$ cat config.mk
export PLATFORM = sky130hd
export DESIGN_NAME = dmem_lsu
export DESIGN_NICKNAME = d
export VERILOG_FILES = /design/src/rtl/dmem_lsu.sv
export SDC_FILE = /design/constraint.sdc
export NUM_CORES = 1
export LEC_CHECK = 0
export BUFFER_PORTS_ARGS = -buffer_cell sky130_fd_sc_hd__clkbuf_2
export CELL_PAD_IN_SITES_DETAIL_PLACEMENT = 1
export CELL_PAD_IN_SITES_GLOBAL_PLACEMENT = 2
export CORE_AREA = 8 8 214 216
export DETAILED_ROUTE_END_ITERATION = 8
export DIE_AREA = 0 0 222 224
export PLACE_DENSITY = 0.95
export SLEW_MARGIN = 5
export SYNTH_ARGS = -nofsm -noshare
export SYNTH_HDL_FRONTEND = slang
export SYNTH_SLANG_ARGS = --single-unit
$ cat constraint.sdc
create_clock -name clk -period 6.67 [get_ports clk]
set_input_delay 1.0005 -clock clk [delete_from_list [all_inputs] [get_ports clk]]
set_output_delay 1.0005 -clock clk [all_outputs]
set_load 0.1 [all_outputs]
$ cat src/rtl/dmem_lsu.sv
// rtl/dmem_lsu.sv - load/store initiator: byte-serial loads and sized stores on the data-memory port
// Optional misaligned-access trap is enabled by defining DMEM_LSU_MISALIGN_TRAP_EN.
module dmem_lsu #(
    parameter int  DATA_WIDTH  = 64,
    parameter int  FETCH_WIDTH = 64,
    localparam int SW          = $clog2(FETCH_WIDTH / 8)
) (
    input  logic                   clk,
    input  logic                   rst,
    input  logic                   req_valid_i,
    output logic                   req_ready_o,
    input  logic                   req_we_i,
    input  logic [DATA_WIDTH-1:0]  req_addr_i,
    input  logic [1:0]             req_size_i,
    input  logic                   req_signed_i,
    input  logic [FETCH_WIDTH-1:0] req_wdata_i,
    output logic                   resp_valid_o,
    output logic [FETCH_WIDTH-1:0] resp_rdata_o,
    output logic                   resp_err_o,
    output logic                   dmem_rd_en_o,
    output logic                   dmem_wr_en_o,
    output logic [DATA_WIDTH-1:0]  dmem_addr_o,
    output logic [SW-1:0]          dmem_wr_size_o,
    output logic [FETCH_WIDTH-1:0] dmem_wr_data_o,
    input  logic                   dmem_busy_i,
    input  logic                   dmem_rdy_i,
    input  logic [FETCH_WIDTH-1:0] dmem_rd_data_i
);

    typedef enum logic [2:0] {
        IDLE,
        ISSUE_RD,
        WAIT_RD,
        ISSUE_WR,
        WAIT_WR,
        RESP
    } state_t;

    state_t                 state;
    logic [DATA_WIDTH-1:0]  base_q;
    logic [1:0]             size_q;
    logic                   signed_q;
    logic [FETCH_WIDTH-1:0] wdata_q;
    logic [SW-1:0]          idx_q;
    logic [FETCH_WIDTH-1:0] asm_q;
    logic [FETCH_WIDTH-1:0] asm_next;
    logic [SW-1:0]          n_m1;
    logic                   resp_valid_q;
    logic [FETCH_WIDTH-1:0] resp_rdata_q;
    logic                   resp_err_q;
    logic                   unused_rd_bits;

    // Only the low byte of each read beat carries data.
    assign unused_rd_bits = ^dmem_rd_data_i[FETCH_WIDTH-1:8];

    assign n_m1 = SW'((4'd1 << size_q) - 4'd1);

`ifdef DMEM_LSU_MISALIGN_TRAP_EN
    logic [SW-1:0] req_mask;
    logic          req_misaligned;
    assign req_mask       = SW'((4'd1 << req_size_i) - 4'd1);
    assign req_misaligned = |(req_addr_i[SW-1:0] & req_mask);
`endif

    always_comb begin
        asm_next = asm_q;
        asm_next[8*idx_q +: 8] = dmem_rd_data_i[7:0];
    end

    function automatic logic [FETCH_WIDTH-1:0] extend(input logic [FETCH_WIDTH-1:0] d,
                                                      input logic [1:0] sz, input logic sgn);
        case (sz)
            2'd0:    extend = {{(FETCH_WIDTH-8){sgn & d[7]}}, d[7:0]};
            2'd1:    extend = {{(FETCH_WIDTH-16){sgn & d[15]}}, d[15:0]};
            2'd2:    extend = {{(FETCH_WIDTH-32){sgn & d[31]}}, d[31:0]};
            default: extend = d;
        endcase
    endfunction

    always_ff @(posedge clk) begin
        if (rst) begin
            state        <= IDLE;
            base_q       <= '0;
            size_q       <= '0;
            signed_q     <= 1'b0;
            wdata_q      <= '0;
            idx_q        <= '0;
            asm_q        <= '0;
            resp_valid_q <= 1'b0;
            resp_rdata_q <= '0;
            resp_err_q   <= 1'b0;
        end else begin
            resp_valid_q <= 1'b0;
            case (state)
                IDLE: begin
                    if (req_valid_i) begin
                        base_q   <= req_addr_i;
                        size_q   <= req_size_i;
                        signed_q <= req_signed_i;
                        wdata_q  <= req_wdata_i;
                        idx_q    <= '0;
                        asm_q    <= '0;
`ifdef DMEM_LSU_MISALIGN_TRAP_EN
                        if (req_misaligned) begin
                            state        <= RESP;
                            resp_valid_q <= 1'b1;
                            resp_rdata_q <= '0;
                            resp_err_q   <= 1'b1;
                        end else
`endif
                        if (req_we_i) state <= ISSUE_WR;
                        else          state <= ISSUE_RD;
                    end
                end
                ISSUE_RD: if (!dmem_busy_i) state <= WAIT_RD;
                WAIT_RD: begin
                    if (dmem_rdy_i) begin
                        asm_q <= asm_next;
                        if (idx_q == n_m1) begin
                            state        <= RESP;
                            resp_valid_q <= 1'b1;
                            resp_rdata_q <= extend(asm_next, size_q, signed_q);
                            resp_err_q   <= 1'b0;
                        end else begin
                            idx_q <= idx_q + SW'(1);
                            state <= ISSUE_RD;
                        end
                    end
                end
                ISSUE_WR: if (!dmem_busy_i) state <= WAIT_WR;
                WAIT_WR: begin
                    if (dmem_rdy_i) begin
                        state        <= RESP;
                        resp_valid_q <= 1'b1;
                        resp_rdata_q <= '0;
                        resp_err_q   <= 1'b0;
                    end
                end
                default: state <= IDLE;
            endcase
        end
    end

    assign req_ready_o  = (state == IDLE) && !rst;
    assign resp_valid_o = resp_valid_q;
    assign resp_rdata_o = resp_rdata_q;
`ifdef DMEM_LSU_MISALIGN_TRAP_EN
    assign resp_err_o   = resp_err_q;
`else
    assign resp_err_o   = 1'b0;
    logic unused_err;
    assign unused_err   = resp_err_q;
`endif

    // Requests never overlap a busy memory; address and data are zero outside issue states.
    assign dmem_rd_en_o   = (state == ISSUE_RD) && !dmem_busy_i && !rst;
    assign dmem_wr_en_o   = (state == ISSUE_WR) && !dmem_busy_i && !rst;
    assign dmem_addr_o    = (state == ISSUE_RD) ? base_q + DATA_WIDTH'(idx_q) :
                            (state == ISSUE_WR) ? base_q : '0;
    assign dmem_wr_size_o = (state == ISSUE_WR) ? n_m1 : '0;
    assign dmem_wr_data_o = (state == ISSUE_WR) ? wdata_q : '0;

endmodule

[Word level (Yosys, flattened, before mapping)]
Index checks and enable logic that the tools add are counted.
Cells by class
  $add $sub $neg: 4
  equality and inequality tests: 14
  shift operators: 3
  mux-type cells: 29
  bitwise logic cells: 3
  reduce and logical (&&, ||, !) cells: 16
Operators by type and width (number)
  64-bit two-way mux: 8
  64-bit case mux with 2 select lines: 2
  64-bit case mux with 3 select lines: 1
  64-bit by 3-bit adder with 64-bit output: 1
  64-bit bitwise mux: 1
  8-bit by 34-bit variable shift with 64-bit output, first input constant: 1
  8-bit by 34-bit indexed part select with 64-bit output: 1
  6-bit negator with 34-bit output: 1
  3-bit two-way mux: 10
  3-bit case mux with 5 select lines: 1
  2-bit != test, second input constant: 7
  4-bit AND reduction: 2
  3-bit by 2-bit == test with 1-bit output, second input constant: 2
  3-bit case mux with 2 select lines: 1
  1-bit logical AND: 5
  5-bit AND reduction: 1
  2-bit nonzero test: 2
  3-bit by 1-bit adder with 3-bit output, second input constant: 1
  1-bit AND: 3
  3-bit by 1-bit == test with 1-bit output, second input constant: 1
  3-bit == test: 1
  3-bit == test, second input constant: 1
  3-bit zero test: 1
  1-bit two-way mux: 3
  10 further kinds: 11
Storage, ports and cells
  flip-flop bits (word level): 266
  input port bits: 201
  output and inout bits: 200

[Depth between registers and ports, before layout]
  depth in word-level cells: 8
  depth in mapped cells: 12

[Worst setup path before layout]
Ideal clock, no wire load.
  kind: input -> output
  start: input port rst
  end: output port dmem_rd_en_o
  arrival: 4.484 ns
  required time: 5.669 ns
  slack: 1.186 ns
  stages: 3
  buffers on the path: 2
  path through: clkbuf_1 > clkbuf_1 > nor4b_1
On the way
  word-level cells in the longest chain between the ends: 2
RTL lines
  start, declared: line 9  | input logic rst,
  1-bit zero test: line 156  | assign dmem_rd_en_o = (state == ISSUE_RD) && !dmem_busy_i && !rst;
  1-bit logical AND: line 156
  end, declared: line 20  | output logic dmem_rd_en_o,
Every way passes these cells.

[Worst setup path after layout]
  start: register idx_q[0]
  end: output port dmem_addr_o[42]
On the way
  word-level cells in the longest chain between the ends: 2
RTL lines
  start, declared: line 44  | logic [SW-1:0] idx_q;
  start signal, assigned: line 125  | idx_q <= idx_q + SW'(1);
  64-bit by 3-bit adder with 64-bit output: line 158  | assign dmem_addr_o = (state == ISSUE_RD) ? base_q + DATA_WIDTH'(idx_q) :
  64-bit two-way mux: line 158
  end, declared: line 22  | output logic [DATA_WIDTH-1:0] dmem_addr_o,
Every way passes these cells.

==> results.txt <==
Status -> completed
Longest Clk Path Bufs -> 3
Initial antenna violation count -> 6
Startpoint types -> flip-flop
Max-Cap Viols -> 0
DR vias/cell -> 5.43
Largest net degree at the start of global routing -> 102
Post-Route WL -> 51,000 µm
Io pins -> 401
H-tree depth -> 1
HPWL after DPL -> 35,800 µm
DRT iter0 DRCs -> 922
GRT Total Usage -> 19.2%
CP Cell Sequence -> ha_1 -> fa_1 -> a21o_1 -> nand4_1 -> or4_1 -> or3_2 -> a21oi_1 -> clkbuf_2
Crit path kind -> flip-flop to output port
Post-synthesis sequential area ratio -> 40.9%
Chip width -> 222 µm
RR Startpoint -> idx_q[0]
Final setup fails -> 0
Clk_lat worst skew -> 600 ps
Min-delay worst type -> flip-flop to flip-flop
Post-CTS setup buffers -> 0
Post-layout min period -> 5590 ps
Post-synth ARST share -> 0%
Mux share of post-synthesis cell area -> 2.56%
Final Cycle Share -> 83.8%
#FFs+latches synth -> 266
DR DRC count -> 0
Reg area -> 5330 µm²
Antenna-violating nets left -> 0
Commonest cells after routing, fill and taps aside -> nand2_1 (351), clkbuf_2 (342), dfxtp_1 (265)
Routed length per instance -> 20.3 µm
# rows -> 76
Core area -> 42,500 µm²
Cells after DPL -> 2,447
Slew Limit Fails -> 0
TritonCTS Buffers -> 31
Worst Path Required -> 5670 ps
Area grow syn2layout -> 24.5%
I/O Buffers -> 343
Largest area contributor in the netlist -> dfxtp_1
Chip height -> 224 µm
Compound-Gate Fraction of Synth Area -> 20.1%
CP Depth -> 8
Share of cells above drive strength 1 -> 23.9%
Worst Slack Setup Final -> 1080 ps
Clock Root Buffer -> clkbuf_16
Syn_area_per_cell -> 7.77 µm²
Hold_buf cts -> 0
Pre-CTS WS -> 1770 ps
Buf+Inv Stages, Crit Path -> 1
Finished Layout Cells -> 2,510
Synth warn -> 0
Most common cell after layout, fill and taps aside -> nand2_1
Max Clock Skew -> 37.2 ps
Main combinational cell family by area after synthesis -> simple AND/OR/NAND/NOR gates
TritonCTS clock tree -> built
Min-delay src -> wdata_q[48]
TritonCTS sink count -> 266
GPL Wtd Cong -> 0.863
Critical path's top delay family -> simple AND/OR/NAND/NOR gates
GR Overflow Total -> 0
Yosys top cell area share -> 40.9%
Adder-Cell Fraction of Synth Area -> 1.11%
Initial core utilization -> 30.6%
CP Capture Type -> output port
DR vias -> 13,600
Setup TNS -> 0 ps
Post-synthesis xor/xnor area fraction -> 1.95%
Reg2reg path depth -> 10
Static Leak -> 0.00642 µW
Crit path from -> idx_q[0]
IR drop worst, VDD -> 145 µV
Hold path depth -> 2
Fmax -> 0.179 GHz
Vias in the first global route -> 13,900
Cell Pwr Density -> 290 nW/µm²
RSZ-0062 raised after global routing -> no
Measured slew at the worst slew-check pin -> 1220 ps
# resized after CTS -> 0
Synth area leaders -> dfxtp_1 (41%), nand2_1 (10%), a21oi_1 (8.0%)
Multi-input gate area -> 7150 µm²
Max_slew headroom -> 18.5%
Cell count after synthesis -> 1,676
Number of synthesized flops with an enable pin -> 0
Syn Std Cell Area -> 13,000 µm²
Nets@finish -> 2,146
CP max-delay cell -> dfxtp_1
Clk slew on worst S/H paths -> 60 ps
Synth Area in Simple Gates -> 28.8%
Hold Vio Cnt, Final -> 0
Library cells used by synthesis -> 69
Die area -> 49,700 µm²
Syn Nets -> 1,888
Worst Path Arrival -> 4590 ps
Slowest stage delay, CP -> 960 ps
First-pass GRT wire length -> 78,800 µm
First-pass DRT Iterations -> 5
Worst-path fanout max -> 25
Fillers -> 5,231
Most common flop cell mapped by yosys -> dfxtp_1
synth_stat cells, types with 11 or more instances:
library cell	instances
nor2_1	126
o21ai_0	13
a22oi_1	15
o31ai_1	13
a211oi_1	41
nand3_1	67
and3_1	76
mux2_2	26
or3_1	14
xor2_1	11
nor4_1	11
a21o_1	11
nand2b_1	12
nor3_1	23
or4_1	11
o2bb2ai_1	64
dfxtp_1	266
nand2_1	352
xnor2_1	18
nor2b_1	11
buf_2	12
nand4_1	23
clkbuf_1	119
a21oi_1	209
inv_1	12
flip-flops by register name, indices dropped and copies added (netlist names):
register      flops
asm_q            64
base_q           64
resp_rdata_o     64
wdata_q          64
idx_q             3
state             3
size_q            2
resp_valid_o      1
signed_q          1
layer usage:
| metal | vias up | share of wire (%) | GRT usage [%] |
|---|---|---|---|
| li1 | 6447 | - | - |
| met1 | 6641 | 43 | 23.7 |
| met2 | 458 | 48 | 32.7 |
| met3 | 92 | 6.8 | 4.62 |
| met4 | 2 | 2.7 | 6.22 |
| met5 | - | 0.020 | 0 |
final timing paths:
kind,endpoint,slack [ps]
worst min register to register,wdata_q[48],450
worst min-delay path,wdata_q[48],450
worst max register to register,resp_rdata_o[45],2830
worst max-delay path,dmem_addr_o[42],1080
where the power goes:
| group | total (µW) | internal, µW | switching [µW] |
|---|---|---|---|
| combinational | 1040 | 234 | 808 |
| sequential | 1820 | 1710 | 115 |
| clock | 1850 | 1120 | 724 |
final cells by class:
cell class	instances	share of cell area, %
Clock buffer	45	5.73
Clock inverter	13	1.19
Sequential cell	266	32.9
Timing Repair Buffer	363	11.6
Tap cell	546	4.21
Antenna cell	5	0.0772
Multi-Input combinational cell	1260	44.1
Inverter	12	0.278
kinds of logic (layout without fill, tap and decap cells):
group	Yosys count	count (layout)
xor+xnor	29	29
compound gates	407	407
simple gates	782	782
fa+ha+maj	11	11
mux	30	30
buf+inv	150	433
flops	266	266
other cells	1	6
stage by stage:
step	cell area, µm²	utilization [%]	total power, µW	hold slack, ps
floorplan	13000	-	2590	432
global placement	15100	35.5	2870	437
detailed placement	15100	35.5	2900	444
CTS	16200	38.1	4760	452
global route	16200	38.1	4920	470
finish	16200	38.1	4710	450
worst register-to-register path, stage by stage (launching register included):
cell and delay [ps]:
dfxtp_1 960, inv_1 170, ha_1 280, ha_1 400, or3b_2 510, o21ai_1 230, a21oi_2 90, buf_4 240
o31ai_4 260, buf_4 380, o2bb2ai_1 190
Power figures use the tool's default switching activity.
